<file path="src/rtl/ps2_keyboard_rx.sv">
// ps2_keyboard_rx: PS/2 keyboard frame receiver with a scancode FIFO and interrupt.
module ps2_keyboard_rx #(
  parameter int FIFO_DEPTH     = 4,
  parameter int TIMEOUT_CYCLES = 10000
) (
  input  logic                          clk,
  input  logic                          rst,
  input  logic                          ps2_clk,
  input  logic                          ps2_data,
  input  logic                          rd,
  input  logic                          clr_err,
  output logic [7:0]                    scancode,
  output logic                          keyboard_intr,
  output logic [$clog2(FIFO_DEPTH):0]   fifo_count,
  output logic                          overflow,
  output logic                          frame_err
);
  localparam int PW = $clog2(FIFO_DEPTH);
  localparam int TW = $clog2(TIMEOUT_CYCLES + 1);
  typedef enum logic [1:0] {IDLE, DATA, PARITY, STOP} state_t;
  state_t r_state, w_next;
  logic [1:0] r_clk_s, r_data_s;
  logic r_clk_d, w_fe, w_d;
  logic [7:0] r_shift;
  logic [2:0] r_bit;
  logic r_par, r_push, w_ok, w_bad, w_tmo, w_pop, w_wr;
  logic [TW-1:0] r_tmo;
  logic [7:0] r_mem [FIFO_DEPTH];
  logic [PW-1:0] r_wptr, r_rptr;
  always_ff @(posedge clk or posedge rst)
    if (rst) begin
      r_clk_s  <= 2'b11;
      r_data_s <= 2'b11;
      r_clk_d  <= 1'b1;
    end else begin
      r_clk_s  <= {r_clk_s[0], ps2_clk};
      r_data_s <= {r_data_s[0], ps2_data};
      r_clk_d  <= r_clk_s[1];
    end
  assign w_fe  = r_clk_d & ~r_clk_s[1];
  assign w_d   = r_data_s[1];
  assign w_tmo = r_state != IDLE && !w_fe && r_tmo == TW'(TIMEOUT_CYCLES - 1);
  always_ff @(posedge clk or posedge rst)
    if (rst) r_state <= IDLE;
    else     r_state <= w_next;
  always_comb begin
    w_next = r_state;
    if (w_tmo) w_next = IDLE;
    else if (w_fe)
      case (r_state)
        IDLE:    w_next = w_d ? IDLE : DATA;
        DATA:    w_next = (r_bit == 3'd7) ? PARITY : DATA;
        PARITY:  w_next = STOP;
        default: w_next = IDLE;
      endcase
  end
  // odd parity: data bits and parity bit together must hold an odd number of ones
  always_comb begin
    w_ok  = w_fe && r_state == STOP && w_d && (^{r_shift, r_par});
    w_bad = w_fe && r_state == STOP && !w_ok;
  end
  always_ff @(posedge clk or posedge rst)
    if (rst) begin
      r_shift <= '0;
      r_bit   <= '0;
      r_par   <= 1'b0;
      r_tmo   <= '0;
      r_push  <= 1'b0;
    end else begin
      r_tmo  <= (r_state == IDLE || w_fe) ? '0 : r_tmo + 1'b1;
      r_push <= w_ok;
      if (w_fe && r_state == IDLE) r_bit <= '0;
      if (w_fe && r_state == DATA) begin
        r_shift <= {w_d, r_shift[7:1]};
        r_bit   <= r_bit + 3'd1;
      end
      if (w_fe && r_state == PARITY) r_par <= w_d;
    end
  // a pop in the push cycle frees the slot, so a full FIFO still accepts the byte
  assign w_pop = rd && fifo_count != '0;
  assign w_wr  = r_push && (fifo_count != (PW+1)'(FIFO_DEPTH) || w_pop);
  always_ff @(posedge clk or posedge rst)
    if (rst) begin
      r_wptr        <= '0;
      r_rptr        <= '0;
      fifo_count    <= '0;
      keyboard_intr <= 1'b0;
      overflow      <= 1'b0;
      frame_err     <= 1'b0;
    end else begin
      if (w_wr) r_wptr <= r_wptr + 1'b1;
      if (w_pop) r_rptr <= r_rptr + 1'b1;
      fifo_count    <= fifo_count + (PW+1)'(w_wr) - (PW+1)'(w_pop);
      keyboard_intr <= fifo_count != '0;
      overflow      <= (r_push && !w_wr) || (overflow && !clr_err);
      frame_err     <= w_bad || (frame_err && !clr_err);
    end
  always_ff @(posedge clk)
    if (w_wr) r_mem[r_wptr] <= r_shift;
  assign scancode = (fifo_count != '0) ? r_mem[r_rptr] : 8'h00;
endmodule

</file>
<file path="config.mk">
export PLATFORM = sky130hd
export DESIGN_NAME = ps2_keyboard_rx
export DESIGN_NICKNAME = d
export VERILOG_FILES = /design/src/rtl/ps2_keyboard_rx.sv
export SDC_FILE = /design/constraint.sdc
export NUM_CORES = 1
export LEC_CHECK = 0
export CAP_MARGIN = 15
export CELL_PAD_IN_SITES_DETAIL_PLACEMENT = 0
export CELL_PAD_IN_SITES_GLOBAL_PLACEMENT = 1
export CORE_MARGIN = 3
export CORE_UTILIZATION = 55
export CTS_BUF_LIST = sky130_fd_sc_hd__clkbuf_2 sky130_fd_sc_hd__clkbuf_4 sky130_fd_sc_hd__clkbuf_8
export CTS_CLUSTER_SIZE = 25
export DETAILED_ROUTE_END_ITERATION = 8
export GPL_TIMING_DRIVEN = 1
export PLACE_DENSITY = 0.95
export SETUP_SLACK_MARGIN = 0.05
export SLEW_MARGIN = 20
export SYNTH_ARGS = -nofsm -noshare
export SYNTH_HDL_FRONTEND = slang
export SYNTH_SLANG_ARGS = --single-unit
</file>
<file path="constraint.sdc">
create_clock -name clk -period 5.26 [get_ports clk]
set_input_delay 1.052 -clock clk [delete_from_list [all_inputs] [get_ports clk]]
set_output_delay 1.052 -clock clk [all_outputs]
set_load 0.02 [all_outputs]
</file>
After elaboration in Yosys (flattened, before gate mapping)
Memories as Yosys holds them, arrays and structs flattened.
Cells that the tools add are included.
W data, S select, Z words.
- bitwise logic cells: 2
- eq/ne operators: 6
- reductions and logical operators: 28
- mux-type cells: 11
- add/sub/neg operators: 6
- operators with widths (kind ; number):
    $add A14 B1 Y14 const B ; 1
    $eq A14 B14 Y1 const B ; 1
    $logic_and A1 B1 Y1 ; 14
    $mux W14 ; 1
    $reduce_xor A9 Y1 ; 1
    $mux W8 ; 1
    $mux W2 ; 3
    $mux W3 ; 2
    $pmux W2 S3 ; 1
    $reduce_bool A2 Y1 ; 3
    $add A2 B1 Y2 const B ; 2
    $eq A2 B2 Y1 const B ; 2
    $logic_not A1 Y1 ; 4
    $logic_or A1 B1 Y1 ; 4
    $add A3 B1 Y3 ; 1
    $add A3 B1 Y3 const B ; 1
    $eq A3 B3 Y1 const B ; 1
    $mux W1 ; 3
    $ne A3 B3 Y1 const B ; 1
    $reduce_bool A3 Y1 ; 1
    $sub A3 B1 Y3 ; 1
    $eq A2 B1 Y1 const B ; 1
    $logic_not A2 Y1 ; 1
    $and A1 B1 Y1 ; 1
    $not A1 Y1 ; 1
- memory bits (writable): 32
- output and inout port bits: 14
- memories kept: 1
- logic and storage cells: 69
- register bits: 44
- memory list (name ; depth ; bits a word ; read ports ; clocked after Yosys merged registers in ; wr ports ; RTL line ; text):
    r_mem ; 4 ; 8 ; 1 ; 0 ; 1 ; 28 ; logic [7:0] r_mem [FIFO_DEPTH];

Logic depth before layout (Yosys ltp)
Gate-level depths: netlist (run 1).
- depth in word-level cells: 8
- depth in mapped cells: 11
- mapped depth without buffers: 10

Worst setup path before layout (run 1)
No wires, ideal clock.
- kind: input to register
- from: in rd
- to: reg fifo_count[2]
- setup slack: 2424 ps
- arrival: 2703 ps
- stages on the path: 11
- required time: 5127 ps
- cell sequence: nor4b_1 -> nor2b_1 -> clkbuf_1 -> inv_1 -> ha_1 -> inv_1 -> ha_1 -> inv_1 -> fa_1 -> xnor2_1 -> xnor2_1
- cells in the longest elaborated chain, start to end: 5
- RTL lines (element ; RTL line ; text):
    start, declared ; 10 ; input logic rd,
    $logic_and A1 B1 Y1 (*) ; 80 ; assign w_pop = rd && fifo_count != '0;
    $logic_or A1 B1 Y1 ; 81 ; assign w_wr = r_push && (fifo_count != (PW+1)'(FIFO_DEPTH) || w_pop);
    $logic_and A1 B1 Y1 ; 81 ;
    $add A3 B1 Y3 ; 93 ; fifo_count <= fifo_count + (PW+1)'(w_wr) - (PW+1)'(w_pop);
    $sub A3 B1 Y3 (*) ; 93 ;
    end signal, assigned ; 93 ;
    end, declared ; 14 ; output logic [$clog2(FIFO_DEPTH):0] fifo_count,
Mark *: on every way between the ends. The rest lies on a longest branch, timed or not.
A chain may end at the register's enable or synchronous reset.

Final worst setup path (run 1)
- from: reg r_rptr[0]
- to: out scancode[2]
- cells in the longest elaborated chain, start to end: 2
- RTL lines (element ; RTL line ; text):
    start, declared ; 29 ; logic [PW-1:0] r_wptr, r_rptr;
    start signal, assigned ; 92 ; if (w_pop) r_rptr <= r_rptr + 1'b1;
    $mem_v2 Z4 W8 ; - ;
    $mux W8 ; 100 ; assign scancode = (fifo_count != '0) ? r_mem[r_rptr] : 8'h00;
    end, declared ; 12 ; output logic [7:0] scancode,
No other way between the ends.

==> qor.csv, run 1 <==
stage,metric,value,unit
finish,drive_above_1_share,15.3,%
finish,nets,273,
outcome,status,completed,
synthesis,ys_ff_latch,76,
sta,slew_violations,0,
cts,htreeDepth,3,
cts,clk_latency,340,ps
place,dp_cells,318,
finish,area_growth,15.0,%
die,num_rows,27,
place,dpl.hpwl,3.33,mm
worst_setup_path,startpoint,r_rptr[0],
route,dr.first_iter.drc_count,60,
cts,cts_buffers,9,
worst_setup_path,slowest_delay,720,ps
finish,fillers,430,
power_and_ir_drop,switching_share,31.4,%
cts,cts-root-buf,clkbuf_8,
global_routing,grt_pass1_vias,1742,
global_routing,grt_antenna_before_repair,0,
die,ios,20,
worst_setup_path,worstReg2RegStart,fifo_count[1],
synthesis,synth_ff_type,dfrtp_1,
synthesis,synthTopCellsByCount,"dfrtp_1 (39), edfxtp_1 (32), nor2_1 (14), xnor2_1 (14)",
finish,multi_input_area,0.00109,mm²
sta,slew_headroom,31.3,%
sta,fin_skew,9.57,ps
job,drv_cap,0,
synthesis,synth.most_common_cell,dfrtp_1,
cts,clk_pin_slew_worst_paths,80,ps
power_and_ir_drop,combPwrFrac,30.3,%
power_and_ir_drop,p_int,1.36,mW
die,die_x,82.7,µm
global_routing,grt_start_max_net_pins,45,
worst_setup_path,cp_top_family,flip-flops,
hold_path,min-delay-start,r_clk_s[0],
route,drc_errors,0,
die,initial_core_util,57.6,%
synthesis,synthCells,233,
global_routing,grtUsageTotal,17.4,%
finish,num_antenna_cells,0,
sta,fin_crit_sh,64.6,%
cts,cts.sinks,76,
synthesis,synth.distinct_cells,34,
place,numPortBuffers,19,
global_routing,grt_pass1_wl,8.53,mm
route,vias,1792,
synthesis,netlist_top_cells_area,"dfrtp_1 (30%), edfxtp_1 (30%), mux4_2 (5.6%)",
worst_setup_path,reg2regPathDepth,9,
synthesis,async_reset_ff_share,57.9,%
die,core_area,0.00561,mm²
power_and_ir_drop,clkPwrFrac,24.3,%
sta,post-route-min-period,3400,ps
worst_setup_path,cp.depth,3,
sta,fmaxAchievable,0.294,GHz
sta,tightest_slew,1020,ps
sta,finalHoldViolCount,0,
worst_setup_path,slowest_stage,dfrtp_1,
route,drtPass1Iterations,4,
global_routing,grt-ovfl-total,0,
synthesis,synth-warning-count,0,
worst_setup_path,arrival,2350,ps
route,wirelength,4.95,mm
cts,cts_resized,0,
route,post_drt_wl_per_cell,14.8,µm
synthesis,synthesis.nets,249,
power_and_ir_drop,power_switching,0.624,mW
route,ant_nets,0,
power_and_ir_drop,power.density,535,mW/mm²
hold_path,hold_path_class,register to register,
cts,hold_buffers,0,
cts,clk_path_buf_depth,2,
sta,finalSetupTns,0,ps
synthesis,synth_edf_count,32,
cts,post-cts-setup-buffers,0,
worst_setup_path,cp_cell_sequence,mux4_2 -> and2_1 -> clkdlybuf4s50_1,
sta,rsz0062_at_grt,false,
sta,report.final.setup_viol,0,
cts,cts_tree,yes,
worst_setup_path,required,4210,ps
die,dieArea,0.00683,mm²
finish,layout.cells.non_filler,334,
place,dpl_cell_area,0.00349,mm²
worst_setup_path,worstPathMaxFanout,10,
place,gp_congestion,0.744,
hold_path,min_delay_path_depth,0,
synthesis,yosys.area.top_type_share,30.2,%
synthesis,yosys.area.top_type,dfrtp_1,
die,die_h,82.7,µm
route,avgViaCountPerCell,5.37,
power_and_ir_drop,pwr-share-seq,45.4,%
worst_setup_path,end_kind,output pin,
synthesis,avgSynthCellArea,13.9,µm²
synthesis,seq_area_frac_synth,64.0,%
power_and_ir_drop,p_leak,1.45,nW
synthesis,synth_area,0.00323,mm²
finish,register_area,0.00207,mm²
finish,finish.instance_area,0.00372,mm²
worst_setup_path,start_kind,register,
power_and_ir_drop,ir_drop,0.294,mV
worst_setup_path,critPathKind,register to output pin,
worst_setup_path,path_buf_inv,1,
state kept, by name (all words and copies together) (netlist names), 2 cells and up:
| name | flops |
|---|---|
| r_bit | 3 |
| r_mem | 32 |
| r_wptr | 2 |
| r_tmo | 14 |
| r_rptr | 2 |
| fifo_count | 3 |
| r_shift | 8 |
| r_clk_s | 2 |
| r_data_s | 2 |
| r_state | 2 |
logic make-up after synthesis:
| group | count (synthesis) | share of synthesized area [%] |
|---|---|---|
| DFF | 76 | 64.0 |
| xor gates and xnor gates | 22 | 6.39 |
| muxes | 17 | 8.71 |
| adders and majority gates | 10 | 4.10 |
| buffers and inverters | 20 | 2.36 |
| and+or+nand+nor | 73 | 12.0 |
| AOI/OAI and AO/OA | 15 | 2.44 |
path summary, 6_finish.rpt:
check                                end  slack, ps
max in group asynchronous     r_clk_s[1]       3740
min in group asynchronous     r_shift[4]       1150
setup reg to reg           fifo_count[2]       2670
hold / removal                r_clk_s[1]        360
hold reg to reg               r_clk_s[1]        360
setup / recovery             scancode[2]       1860
layout by cell type, fill, tap and decap left out, types with 2 or more instances in the layout:
cell type        count
xnor2_1             14
o21ai_0              8
nand2_1             12
mux4_2               8
mux2_2               9
nand4_1              5
ha_1                 9
nor3_1               7
xor2_1               7
nand3_1              6
inv_1               12
a21oi_1              4
clkdlybuf4s50_1     19
or3_1                4
dfrtp_1             39
clkbuf_8            10
nor4_1               2
clkinv_2             2
nor2b_1              2
edfxtp_1            32
nor2_1              14
bufinv_16            2
dfstp_2              5
and2_1              13
nor4b_1              2
layer usage:
metal | vias to the layer above | track usage (%) | wire length, µm
met3 | 8 | 3.58 | 131
met1 | 890 | 21.3 | 2160
li1 | 868 | - | -
met2 | 26 | 29.3 | 2580
met5 | - | 0 | 0
met4 | 0 | 8.82 | 89
area by class of cell:
type,count,share of cell area (%)
sequential,76,55.7
multi-input combinational,137,29.3
timing repair buffer,20,5.32
clock buffer,10,3.70
tap,72,2.42
clock inverter,6,2.32
inverter,13,1.31
metrics by stage:
step	util [%]	setup WS (ps)	hold slack, ps	power (mW)
6_report	66.3	1860	360	1.99
3_5_place_dp	62.3	1850	351	1.52
4_1_cts	66.3	1810	363	2.01
3_3_place_gp	62.3	1970	346	1.49
2_1_floorplan	-	2420	345	1.31
5_1_grt	66.3	1700	366	2.11
power by group through the flow:
stage | combinational, mW | clock, mW | sequential (mW)
floorplan | 0.456 | 0 | 0.858
global placement | 0.586 | 0 | 0.908
detailed placement | 0.607 | 0 | 0.916
CTS | 0.614 | 0.495 | 0.905
global route | 0.659 | 0.519 | 0.932
finish | 0.602 | 0.484 | 0.903
Power figures use the tool's default switching activity.
==> run 2: changes to the inputs <==
CORE_UTILIZATION = 51   (was 55)
PLACE_DENSITY = 0.92   (was 0.95)
clock period = 3.4 ns   (was 5.26 ns; I/O delays follow)
==> qor.csv, run 2 (synthesized netlist as in run 1, its figures left out) <==
stage,metric,value,unit
outcome,status,completed,
global_routing,grt_use_met2,26.9,%
worst_setup_path,worstPathMaxFanout,10,
finish,area_growth,16.0,%
finish,largest_register_ffs,32,
global_routing,grt_pass1_vias,1877,
power_and_ir_drop,switching_share,31.3,%
power_and_ir_drop,clkPwrFrac,26.5,%
global_routing,grtUsageMet1,21.1,%
route,vias,1828,
job,drv_cap,0,
global_routing,grtUsageMet3,3.75,%
route,wirelength,5.19,mm
place,gp_congestion,0.779,
route,drc_errors,0,
cts,hold_buffers,0,
route,ant_nets,0,
cts,cts_buffers,9,
place,numPortBuffers,19,
power_and_ir_drop,pwr-share-seq,44.3,%
global_routing,grt-ovfl-total,0,
sta,finalSetupTns,0,ps
power_and_ir_drop,ir_drop,0.455,mV
cts,cts.sinks,76,
sta,slew_headroom,59.7,%
finish,num_antenna_cells,0,
worst_setup_path,arrival,2340,ps
die,core_area,0.00603,mm²
cts,clk_pin_slew_worst_paths,80,ps
die,die_x,85.6,µm
route,dr.first_iter.drc_count,103,
place,dpl.hpwl,3.31,mm
finish,drive_above_1_share,16.0,%
power_and_ir_drop,power_switching,0.989,mW
cts,clk_path_buf_depth,2,
finish,post-route-util,62.2,%
finish,multi_input_area,0.00109,mm²
sta,tightest_slew,604,ps
global_routing,grt_antenna_before_repair,0,
power_and_ir_drop,combPwrFrac,29.2,%
finish,largestRegisters,"r_mem (32), r_tmo (14), r_shift (8)",
sta,finalHoldViolCount,0,
power_and_ir_drop,p_int,2.17,mW
sta,rsz0062_at_grt,false,
route,avgViaCountPerCell,5.42,
die,ios,20,
route,drtPass1Iterations,4,
route,post_drt_wl_per_cell,15.4,µm
cts,post-cts-setup-buffers,0,
cts,clk_latency,360,ps
finish,mostFrequentLayoutCells,"dfrtp_1 (39), edfxtp_1 (32), clkdlybuf4s50_1 (19), nor2_1 (14), xnor2_1 (14)",
finish,register_area,0.00207,mm²
cts,htreeDepth,3,
sta,fmaxAchievable,0.331,GHz
die,dieArea,0.00733,mm²
sta,slew_violations,0,
finish,final_common_cell,dfrtp_1,
worst_setup_path,start_kind,register,
cts,cts-root-buf,clkbuf_8,
cts,cts_resized,0,
sta,fin_skew,10.5,ps
worst_setup_path,required,2720,ps
power_and_ir_drop,p_leak,1.46,nW
die,initial_core_util,53.6,%
die,num_rows,28,
cts,cts_tree,yes,
die,die_h,85.6,µm
finish,nets,273,
sta,fin_crit_sh,88.8,%
sta,report.final.setup_viol,0,
finish,regMostFlops,r_mem,
power_and_ir_drop,power.density,843,mW/mm²
global_routing,grt-busiest-layer,met2,
global_routing,grt_start_max_net_pins,31,
finish,fillers,459,
worst_setup_path,critPathKind,register to output pin,
global_routing,grt_pass1_wl,9.23,mm
hold_path,hold_path_class,register to register,
global_routing,grtUsageTotal,16.8,%
sta,post-route-min-period,3020,ps
worst_setup_path,end_kind,output pin,
[run 2: area by class of cell]
cell class	instances	area share (%)
Clock buffer	9	3.31
Clock inverter	7	3.27
Sequential cell	76	55.2
Inverter	13	1.34
Multi-Input combinational cell	137	29.1
Tap cell	75	2.50
Timing Repair Buffer	20	5.28
[run 2: path summary, 6_finish.rpt]
kind | startpoint | endpoint | slack, ps | depth (start not counted)
max | r_rptr[0] | scancode[2] | 380 | 3
min | r_clk_s[0] | r_clk_s[1] | 360 | 0
max reg2reg | fifo_count[1] | fifo_count[2] | 920 | 9
min reg2reg | r_clk_s[0] | r_clk_s[1] | 360 | 0
max in group asynchronous | rst | r_clk_s[1] | 2090 | 3
min in group asynchronous | rst | r_shift[5] | 660 | 2
[run 2: layer usage]
| metal | up-vias | share of wire (%) |
|---|---|---|
| met4 | 0 | 2.9 |
| met2 | 30 | 50 |
| li1 | 875 | - |
| met5 | - | 0 |
| met3 | 12 | 3.0 |
| met1 | 911 | 45 |
[run 2: worst max-delay path, cell delays in order (launching register included)]
cell	delay [ps]
dfrtp_1	710
mux4_2	580
and2_1	170
clkdlybuf4s50_1	530
[run 2: power groups by stage]
stage	clock network, mW	logic, mW	registers (mW)
after floorplan	0	0.706	1.33
after global placement	0	0.907	1.41
after detailed placement	0	0.930	1.42
after CTS	0.852	0.938	1.40
after global routing	0.893	1.02	1.45
final	0.837	0.922	1.40
[run 2: metrics by stage]
stage | worst slack, ps | hold slack (ps) | total power, mW | cell area, µm² | instances
global route | 225 | 366 | 3.36 | 3750 | 337
CTS | 320 | 360 | 3.19 | 3740 | 337
detailed placement | 436 | 349 | 2.35 | 3500 | 321
floorplan | 936 | 345 | 2.03 | 3230 | 233
global placement | 481 | 346 | 2.31 | 3500 | 321
finish | 382 | 360 | 3.16 | 3750 | 337
==> run 3: changes to the inputs <==
SETUP_SLACK_MARGIN = not set   (was 0.05)
==> results of run 3 <==
The final DEF is identical to that of run 2; final timing and power are the same.
